<file path="config.mk">
export PLATFORM = sky130hd
export DESIGN_NAME = instruction_loader_flat
export DESIGN_NICKNAME = d
export VERILOG_FILES = /design/src/rtl/instruction_loader_pkg.sv /design/src/rtl/instruction_loader_if.sv /design/src/rtl/instruction_loader_checksum.sv /design/src/rtl/instruction_loader.sv /design/src/flat_wrapper.sv
export SDC_FILE = /design/constraint.sdc
export NUM_CORES = 1
export LEC_CHECK = 0
export BUFFER_PORTS_ARGS = -buffer_cell sky130_fd_sc_hd__buf_2
export CORE_ASPECT_RATIO = 1.4
export CORE_MARGIN = 8
export CORE_UTILIZATION = 49
export DETAILED_ROUTE_END_ITERATION = 6
export PLACE_DENSITY = 0.78
export SKIP_CTS_REPAIR_TIMING = 1
export SLEW_MARGIN = 20
export SYNTH_ARGS = -nofsm -noshare
export SYNTH_HDL_FRONTEND = slang
export SYNTH_SLANG_ARGS = --single-unit
export TNS_END_PERCENT = 30
</file>
<file path="constraint.sdc">
create_clock -name clk -period 1.9 [get_ports clk]
set_input_delay 0.095 -clock clk [delete_from_list [all_inputs] [get_ports clk]]
set_output_delay 0.095 -clock clk [all_outputs]
set_load 0.02 [all_outputs]
</file>
<file path="src/rtl/instruction_loader_pkg.sv">
// Shared definitions for the instruction loader and the Program_Control benches:
// FSM state encodings and default memory geometry.
package instruction_loader_pkg;

    localparam int DEPTH_DEF  = 128;
    localparam int ADDR_W_DEF = 7;
    localparam int DATA_W_DEF = 32;

    typedef enum logic [2:0] {
        ST_IDLE   = 3'd0,
        ST_LOAD   = 3'd1,
        ST_CKSUM  = 3'd2,
        ST_SETTLE = 3'd3,
        ST_RUN    = 3'd4,
        ST_ERROR  = 3'd5
    } state_t;

    // States in which the loader takes a word from the input stream.
    function automatic logic accepts_data(input state_t s);
        return (s == ST_LOAD) || (s == ST_CKSUM);
    endfunction

endpackage

</file>
<file path="src/rtl/instruction_loader_if.sv">
// Stream-in / memory-write-out bundle of the instruction loader.
// master = stream source and memory side; slave = the loader.
interface instruction_loader_if
    import instruction_loader_pkg::*;
#(
    parameter int ADDR_W = ADDR_W_DEF,
    parameter int DATA_W = DATA_W_DEF
);
    logic              start;
    logic [ADDR_W:0]   load_len;
    logic              in_valid;
    logic [DATA_W-1:0] in_data;
    logic              in_ready;
    logic [ADDR_W-1:0] writeAddress;
    logic [DATA_W-1:0] writeInstruction;
    logic              writeEnable;
    logic              suspendEnable;
    logic              done;
    logic              error;

    modport master (
        output start, load_len, in_valid, in_data,
        input  in_ready, writeAddress, writeInstruction, writeEnable,
               suspendEnable, done, error
    );

    modport slave (
        input  start, load_len, in_valid, in_data,
        output in_ready, writeAddress, writeInstruction, writeEnable,
               suspendEnable, done, error
    );
endinterface

</file>
<file path="src/rtl/instruction_loader_checksum.sv">
// loader_checksum: wrapping sum of accepted data words, compared against the
// trailing checksum word. Only instantiated with INSTRUCTION_LOADER_CHECKSUM_EN.
module loader_checksum #(
    parameter int DATA_W = 32
) (
    input  logic              clk,
    input  logic              reset,
    input  logic              srst,
    input  logic              clear,
    input  logic              add,
    input  logic [DATA_W-1:0] add_data,
    input  logic [DATA_W-1:0] cmp_data,
    output logic              match
);
    logic [DATA_W-1:0] sum_r;

    // Accumulator: cleared at load start, adds each accepted data word.
    always_ff @(posedge clk or negedge reset) begin
        if (!reset) begin
            sum_r <= {DATA_W{1'b0}};
        end else if (srst || clear) begin
            sum_r <= {DATA_W{1'b0}};
        end else if (add) begin
            sum_r <= sum_r + add_data;
        end else begin
            sum_r <= sum_r;
        end
    end

    // Compare the running sum with the word currently presented.
    always_comb begin
        match = (sum_r == cmp_data);
    end
endmodule

</file>
<file path="src/rtl/instruction_loader.sv">
// Instruction memory fill engine: streams words into memory while holding the PC
// suspended. Optional trailing checksum when INSTRUCTION_LOADER_CHECKSUM_EN is defined.
module instruction_loader
    import instruction_loader_pkg::*;
#(
    parameter int DEPTH  = DEPTH_DEF,
    parameter int ADDR_W = ADDR_W_DEF,
    parameter int DATA_W = DATA_W_DEF
) (
    input  logic clk,
    input  logic reset,
    input  logic srst,
    instruction_loader_if.slave bus
);
    localparam logic [ADDR_W:0] DEPTH_L = (ADDR_W + 1)'(DEPTH);
    localparam logic [ADDR_W:0] ONE_L   = {{ADDR_W{1'b0}}, 1'b1};

    state_t            state_r;
    logic [ADDR_W:0]   len_r;
    logic [ADDR_W:0]   cnt_r;
    logic              we_r;
    logic [ADDR_W-1:0] addr_r;
    logic [DATA_W-1:0] data_r;
    logic              suspend_r;
    logic              done_r;
    logic              error_r;

    logic              in_ready_s;
    logic              accept_s;
    logic              last_s;
    logic [ADDR_W:0]   len_s;

    assign in_ready_s = accepts_data(state_r);
    assign accept_s   = bus.in_valid && in_ready_s;
    assign last_s     = (cnt_r == (len_r - ONE_L));
    assign len_s      = (bus.load_len == {(ADDR_W + 1){1'b0}}) ? DEPTH_L : bus.load_len;

`ifdef INSTRUCTION_LOADER_CHECKSUM_EN
    logic start_ok_s;
    logic cksum_add_s;
    logic cksum_match_s;

    assign start_ok_s  = bus.start && ((state_r == ST_IDLE) || (state_r == ST_RUN) ||
                                       (state_r == ST_ERROR));
    assign cksum_add_s = accept_s && (state_r == ST_LOAD);

    loader_checksum #(.DATA_W(DATA_W)) u_checksum (
        .clk      (clk),
        .reset    (reset),
        .srst     (srst),
        .clear    (start_ok_s),
        .add      (cksum_add_s),
        .add_data (bus.in_data),
        .cmp_data (bus.in_data),
        .match    (cksum_match_s)
    );
`endif

    // Loader FSM with word counter and registered memory-write / status outputs.
    always_ff @(posedge clk or negedge reset) begin
        if (!reset) begin
            state_r   <= ST_IDLE;
            len_r     <= {(ADDR_W + 1){1'b0}};
            cnt_r     <= {(ADDR_W + 1){1'b0}};
            we_r      <= 1'b0;
            addr_r    <= {ADDR_W{1'b0}};
            data_r    <= {DATA_W{1'b0}};
            suspend_r <= 1'b1;
            done_r    <= 1'b0;
            error_r   <= 1'b0;
        end else if (srst) begin
            state_r   <= ST_IDLE;
            len_r     <= {(ADDR_W + 1){1'b0}};
            cnt_r     <= {(ADDR_W + 1){1'b0}};
            we_r      <= 1'b0;
            addr_r    <= {ADDR_W{1'b0}};
            data_r    <= {DATA_W{1'b0}};
            suspend_r <= 1'b1;
            done_r    <= 1'b0;
            error_r   <= 1'b0;
        end else begin
            we_r <= 1'b0;
            case (state_r)
                ST_IDLE, ST_RUN, ST_ERROR: begin
                    if (bus.start) begin
                        state_r   <= ST_LOAD;
                        len_r     <= len_s;
                        cnt_r     <= {(ADDR_W + 1){1'b0}};
                        suspend_r <= 1'b1;
                        done_r    <= 1'b0;
                        error_r   <= 1'b0;
                    end else begin
                        state_r <= state_r;
                    end
                end
                ST_LOAD: begin
                    if (accept_s) begin
                        we_r   <= 1'b1;
                        addr_r <= cnt_r[ADDR_W-1:0];
                        data_r <= bus.in_data;
                        cnt_r  <= cnt_r + ONE_L;
                        if (last_s) begin
`ifdef INSTRUCTION_LOADER_CHECKSUM_EN
                            state_r <= ST_CKSUM;
`else
                            state_r <= ST_SETTLE;
`endif
                        end else begin
                            state_r <= ST_LOAD;
                        end
                    end else begin
                        state_r <= ST_LOAD;
                    end
                end
`ifdef INSTRUCTION_LOADER_CHECKSUM_EN
                // The checksum word is consumed here and never written to memory.
                ST_CKSUM: begin
                    if (accept_s) begin
                        if (cksum_match_s) begin
                            state_r <= ST_SETTLE;
                        end else begin
                            state_r <= ST_ERROR;
                            error_r <= 1'b1;
                        end
                    end else begin
                        state_r <= ST_CKSUM;
                    end
                end
`endif
                ST_SETTLE: begin
                    state_r   <= ST_RUN;
                    suspend_r <= 1'b0;
                    done_r    <= 1'b1;
                end
                default: begin
                    state_r   <= ST_IDLE;
                    suspend_r <= 1'b1;
                    done_r    <= 1'b0;
                    error_r   <= 1'b0;
                end
            endcase
        end
    end

    assign bus.in_ready         = in_ready_s;
    assign bus.writeEnable      = we_r;
    assign bus.writeAddress     = addr_r;
    assign bus.writeInstruction = data_r;
    assign bus.suspendEnable    = suspend_r;
    assign bus.done             = done_r;
    assign bus.error            = error_r;
endmodule

</file>
<file path="src/flat_wrapper.sv">
// flat-port wrapper written by rule: the top's interface ports become plain ports
module instruction_loader_flat import instruction_loader_pkg::*;
#(
    parameter int DEPTH  = DEPTH_DEF,
    parameter int ADDR_W = ADDR_W_DEF,
    parameter int DATA_W = DATA_W_DEF
)
  (clk, reset, srst, bus_start, bus_load_len, bus_in_valid, bus_in_data, bus_in_ready, bus_writeAddress, bus_writeInstruction, bus_writeEnable, bus_suspendEnable, bus_done, bus_error);
  instruction_loader_if #(.ADDR_W(ADDR_W), .DATA_W(DATA_W)) bus_i ();
  input  logic clk;
  input  logic reset;
  input  logic srst;
  input wire logic [$bits(bus_i.start)-1:0] bus_start;
  input wire logic [$bits(bus_i.load_len)-1:0] bus_load_len;
  input wire logic [$bits(bus_i.in_valid)-1:0] bus_in_valid;
  input wire logic [$bits(bus_i.in_data)-1:0] bus_in_data;
  output wire logic [$bits(bus_i.in_ready)-1:0] bus_in_ready;
  output wire logic [$bits(bus_i.writeAddress)-1:0] bus_writeAddress;
  output wire logic [$bits(bus_i.writeInstruction)-1:0] bus_writeInstruction;
  output wire logic [$bits(bus_i.writeEnable)-1:0] bus_writeEnable;
  output wire logic [$bits(bus_i.suspendEnable)-1:0] bus_suspendEnable;
  output wire logic [$bits(bus_i.done)-1:0] bus_done;
  output wire logic [$bits(bus_i.error)-1:0] bus_error;
  assign bus_i.start = bus_start;
  assign bus_i.load_len = bus_load_len;
  assign bus_i.in_valid = bus_in_valid;
  assign bus_i.in_data = bus_in_data;
  assign bus_in_ready = bus_i.in_ready;
  assign bus_writeAddress = bus_i.writeAddress;
  assign bus_writeInstruction = bus_i.writeInstruction;
  assign bus_writeEnable = bus_i.writeEnable;
  assign bus_suspendEnable = bus_i.suspendEnable;
  assign bus_done = bus_i.done;
  assign bus_error = bus_i.error;
  instruction_loader #(.DEPTH(DEPTH), .ADDR_W(ADDR_W), .DATA_W(DATA_W)) u_core (.clk(clk), .reset(reset), .srst(srst), .bus(bus_i));
endmodule
</file>
==> flow_metrics.py <==
metrics = {
    "run_status": {
        "status": "complete, no violations",
    },
    "timing": {
        "max_freq_mhz": 560,
        "max-slew-margin-rel": 0.556,
        "setup_viol": 0,
        "fin_crit_sh": 0.939,
        "finalMaxSlewViolations": 0,
        "hold_viol": 0,
        "finalCriticalPeriod_ps": 1780,
        "tightest_slew_ps": 667,
        "skew_ps": 8.13,
        "grt_setup_unrepaired": "false",
        "holdWs_ps": 0.851,
        "tns_ps": 0,
    },
    "detailed_routing": {
        "vias": 2268,
        "drtAntennaViolNets": 0,
        "wl_microns": 7490,
        "first_pass_iters": 4,
        "wl_per_cell_microns": 18.1,
        "first_iter_violations": 151,
        "drc_errors": 0,
        "via_per_inst": 5.49,
    },
    "synthesis": {
        "async_flop_share": 1.00,
        "ys_warn_count": 0,
        "ys_seq_area_frac": 0.590,
        "synth_fa_ha_area_frac": 0.00966,
        "synth_compound_area_frac": 0.217,
        "ys.flop_type": "dfrtp_1",
        "synthTopCellsByArea": "dfrtp_1 (58%), a22o_1 (16%), xnor2_1 (3.4%)",
        "synth-xor-area-share": 0.0372,
        "synthSimpleGateAreaFrac": 0.0995,
        "synth_cell_types": 39,
        "synth_top_area_frac": 0.580,
        "ys_ff_latch": 61,
        "synthMuxAreaShare": 0.00821,
        "yosysTopAreaCell": "dfrtp_1",
        "avgSynthCellArea_sq_um": 12.1,
        "synthesis.nets": 261,
        "synth_top_family_by_area": "compound AO/OA/AOI/OAI gates",
        "synth_edf_count": 0,
        "synthesis.area_sq_um": 2590,
        "syn_inst": 214,
    },
    "setup_path": {
        "worstReg2RegStart": "u_core.state_r[2]",
        "end_kind": "flop",
        "worstPathArrival_ps": 2050,
        "worstSetupPathType": "flop to flop",
        "reg2reg_depth": 5,
        "crit_cells": 5,
        "crit_fanout": 8,
        "crit_path_start_kind": "flop",
        "critPathBufInv": 0,
        "critPathRequiredTime_ps": 2170,
        "slowest_stage": "or4_1",
        "crit_path_cell_trace": "nand2b_2, mux2i_1, o21ba_2, or4_1, a21boi_1",
        "path_delay_family": "simple AND/OR/NAND/NOR gates",
        "rr_endpoint": "u_core.cnt_r[5]",
        "r2r_slack_ps": 120,
        "max_stage_delay_ps": 520,
    },
    "grt": {
        "overflow": 0,
        "grt_pass1_wl_microns": 9980,
        "antenna_found_initial": 0,
        "grt_pass1_vias": 2058,
        "grt_start_max_net_pins": 62,
        "track_usage": 0.160,
    },
    "floorplan": {
        "die_height_microns": 102,
        "start_util": 0.506,
        "die-area_sq_um": 7900,
        "io_pins": 89,
        "design.core.area_sq_um": 5120,
        "rows": 31,
        "die_w_microns": 77.4,
    },
    "final_layout": {
        "fin_nets": 389,
        "drive_gt1_frac": 0.340,
        "area_growth_pct": 44.3,
        "post-route-util": 0.730,
        "diodes": 0,
    },
    "hold_path": {
        "min_path_cells": 3,
        "hold_start": "bus_load_len[7]",
        "whs_endpoint": "u_core.len_r[7]",
        "hp-class": "input pin to flop",
    },
    "power_and_ir_drop": {
        "leakagePower_uw": 0.00188,
        "p_per_area_nw_per_um2": 820,
        "p_total_uw": 3060,
        "ir_drop_mv": 0.547,
    },
    "clocking": {
        "cts-root-buf": "clkbuf_8",
        "cts.path.max_buffers": 2,
        "cts_made_buffers": 9,
        "clkTransAtPathRegs_ps": 70,
        "clk_latency_ps": 340,
        "clkSinkCount": 61,
        "h-tree-depth": 3,
        "tritoncts": "built",
    },
    "placement": {
        "place_congestion": 0.790,
        "numPortBuffers": 87,
        "place_hpwl_microns": 4440,
    },
    "job": {
        "maxCapViolCount": 0,
    },
}
[stage by stage]
step / cell area [sq um] / worst slack [ps] / cells
3_5_place_dp: 3140 / 89.2 / 360
3_3_place_gp: 3140 / 174 / 360
4_1_cts: 3360 / 68.3 / 376
5_1_grt: 3740 / 19.0 / 413
6_report: 3740 / 115 / 413
2_1_floorplan: 2590 / 268 / 214
[per-layer routing]
layer	wire (microns)	track usage	part of all wire	vias to the layer above
met5	0	0	0	-
met4	210	0.0831	0.028	0
met3	370	0.0669	0.049	17
met2	4180	0.266	0.56	82
met1	2730	0.172	0.36	1120
li1	-	-	-	1049
[cell usage after synthesis, types with 4 or more instances]
cell      number
inv_1          5
buf_2          7
o21ai_0        6
dfrtp_1       60
nand2_1       10
xnor2_1       10
nor2_1        11
or3_1          4
nand3_1        4
a21boi_1       4
a22o_1        47
or4_1          4
clkbuf_1       6
[worst register-to-register path, cell delays in order (launching register included)]
cell and delay, ps:
dfrtp_1 400, nand2b_2 250, mux2i_1 140, o21ba_2 250, or4_1 520, a21boi_1 160
[report_power, final]
group	leakage, uW	switching, uW	internal [uW]
logic	0.000943	206	195
clock network	0.000106	545	744
registers	0.000834	33.3	1340
total	0.00188	784	2280
[kinds of logic after synthesis]
group | Yosys count
compound gates | 70
xor+xnor | 11
fa+ha+maj | 2
buf+inv | 20
flops | 61
mux | 2
other cells | 1
simple gates | 47
[sequential cells by signal, summed over array words and instances, names as in the netlist]
name,cells
u_core.bus.done,1
u_core.bus.suspendEnable,1
u_core.bus.writeAddress,7
u_core.bus.writeEnable,1
u_core.bus.writeInstruction,32
u_core.cnt_r,8
u_core.len_r,8
u_core.state_r,3
[how the worst max path moves through the flow]
stage / from / to
after CTS: u_core.state_r[2] / u_core.cnt_r[5]
after floorplan: u_core.state_r[2] / u_core.cnt_r[5]
final: u_core.state_r[2] / u_core.cnt_r[5]
after global routing: u_core.state_r[2] / u_core.cnt_r[5]
after detailed placement: u_core.state_r[2] / u_core.cnt_r[5]
after global placement: u_core.state_r[2] / u_core.cnt_r[5]
[final cells by class]
type	instances	area, sq um
clock buffers	9	124
clock inverters	7	97.6
fillers	356	1380
inverters	5	18.8
multi-input cells	133	982
flip-flops and latches	61	1530
well taps	66	82.6
repair buffers	132	903
[cells in the final DEF (no fill, tap or decap), drive strengths merged, types with 2 or more instances in the layout]
cell / n
dlygate4sd3: 37
o21ai: 6
xnor2: 10
nand3: 4
nand4b: 2
clkinvlp: 2
a21boi: 6
dfrtp: 60
nor2: 11
nand2: 10
o31ai: 2
a21oi: 3
a31oi: 2
ha: 2
inv: 7
a22o: 47
or4: 4
buf: 95
or3: 4
clkbuf: 9
bufinv: 2
nand4: 2
nor3: 3
(Power assumes the default switching activity.)
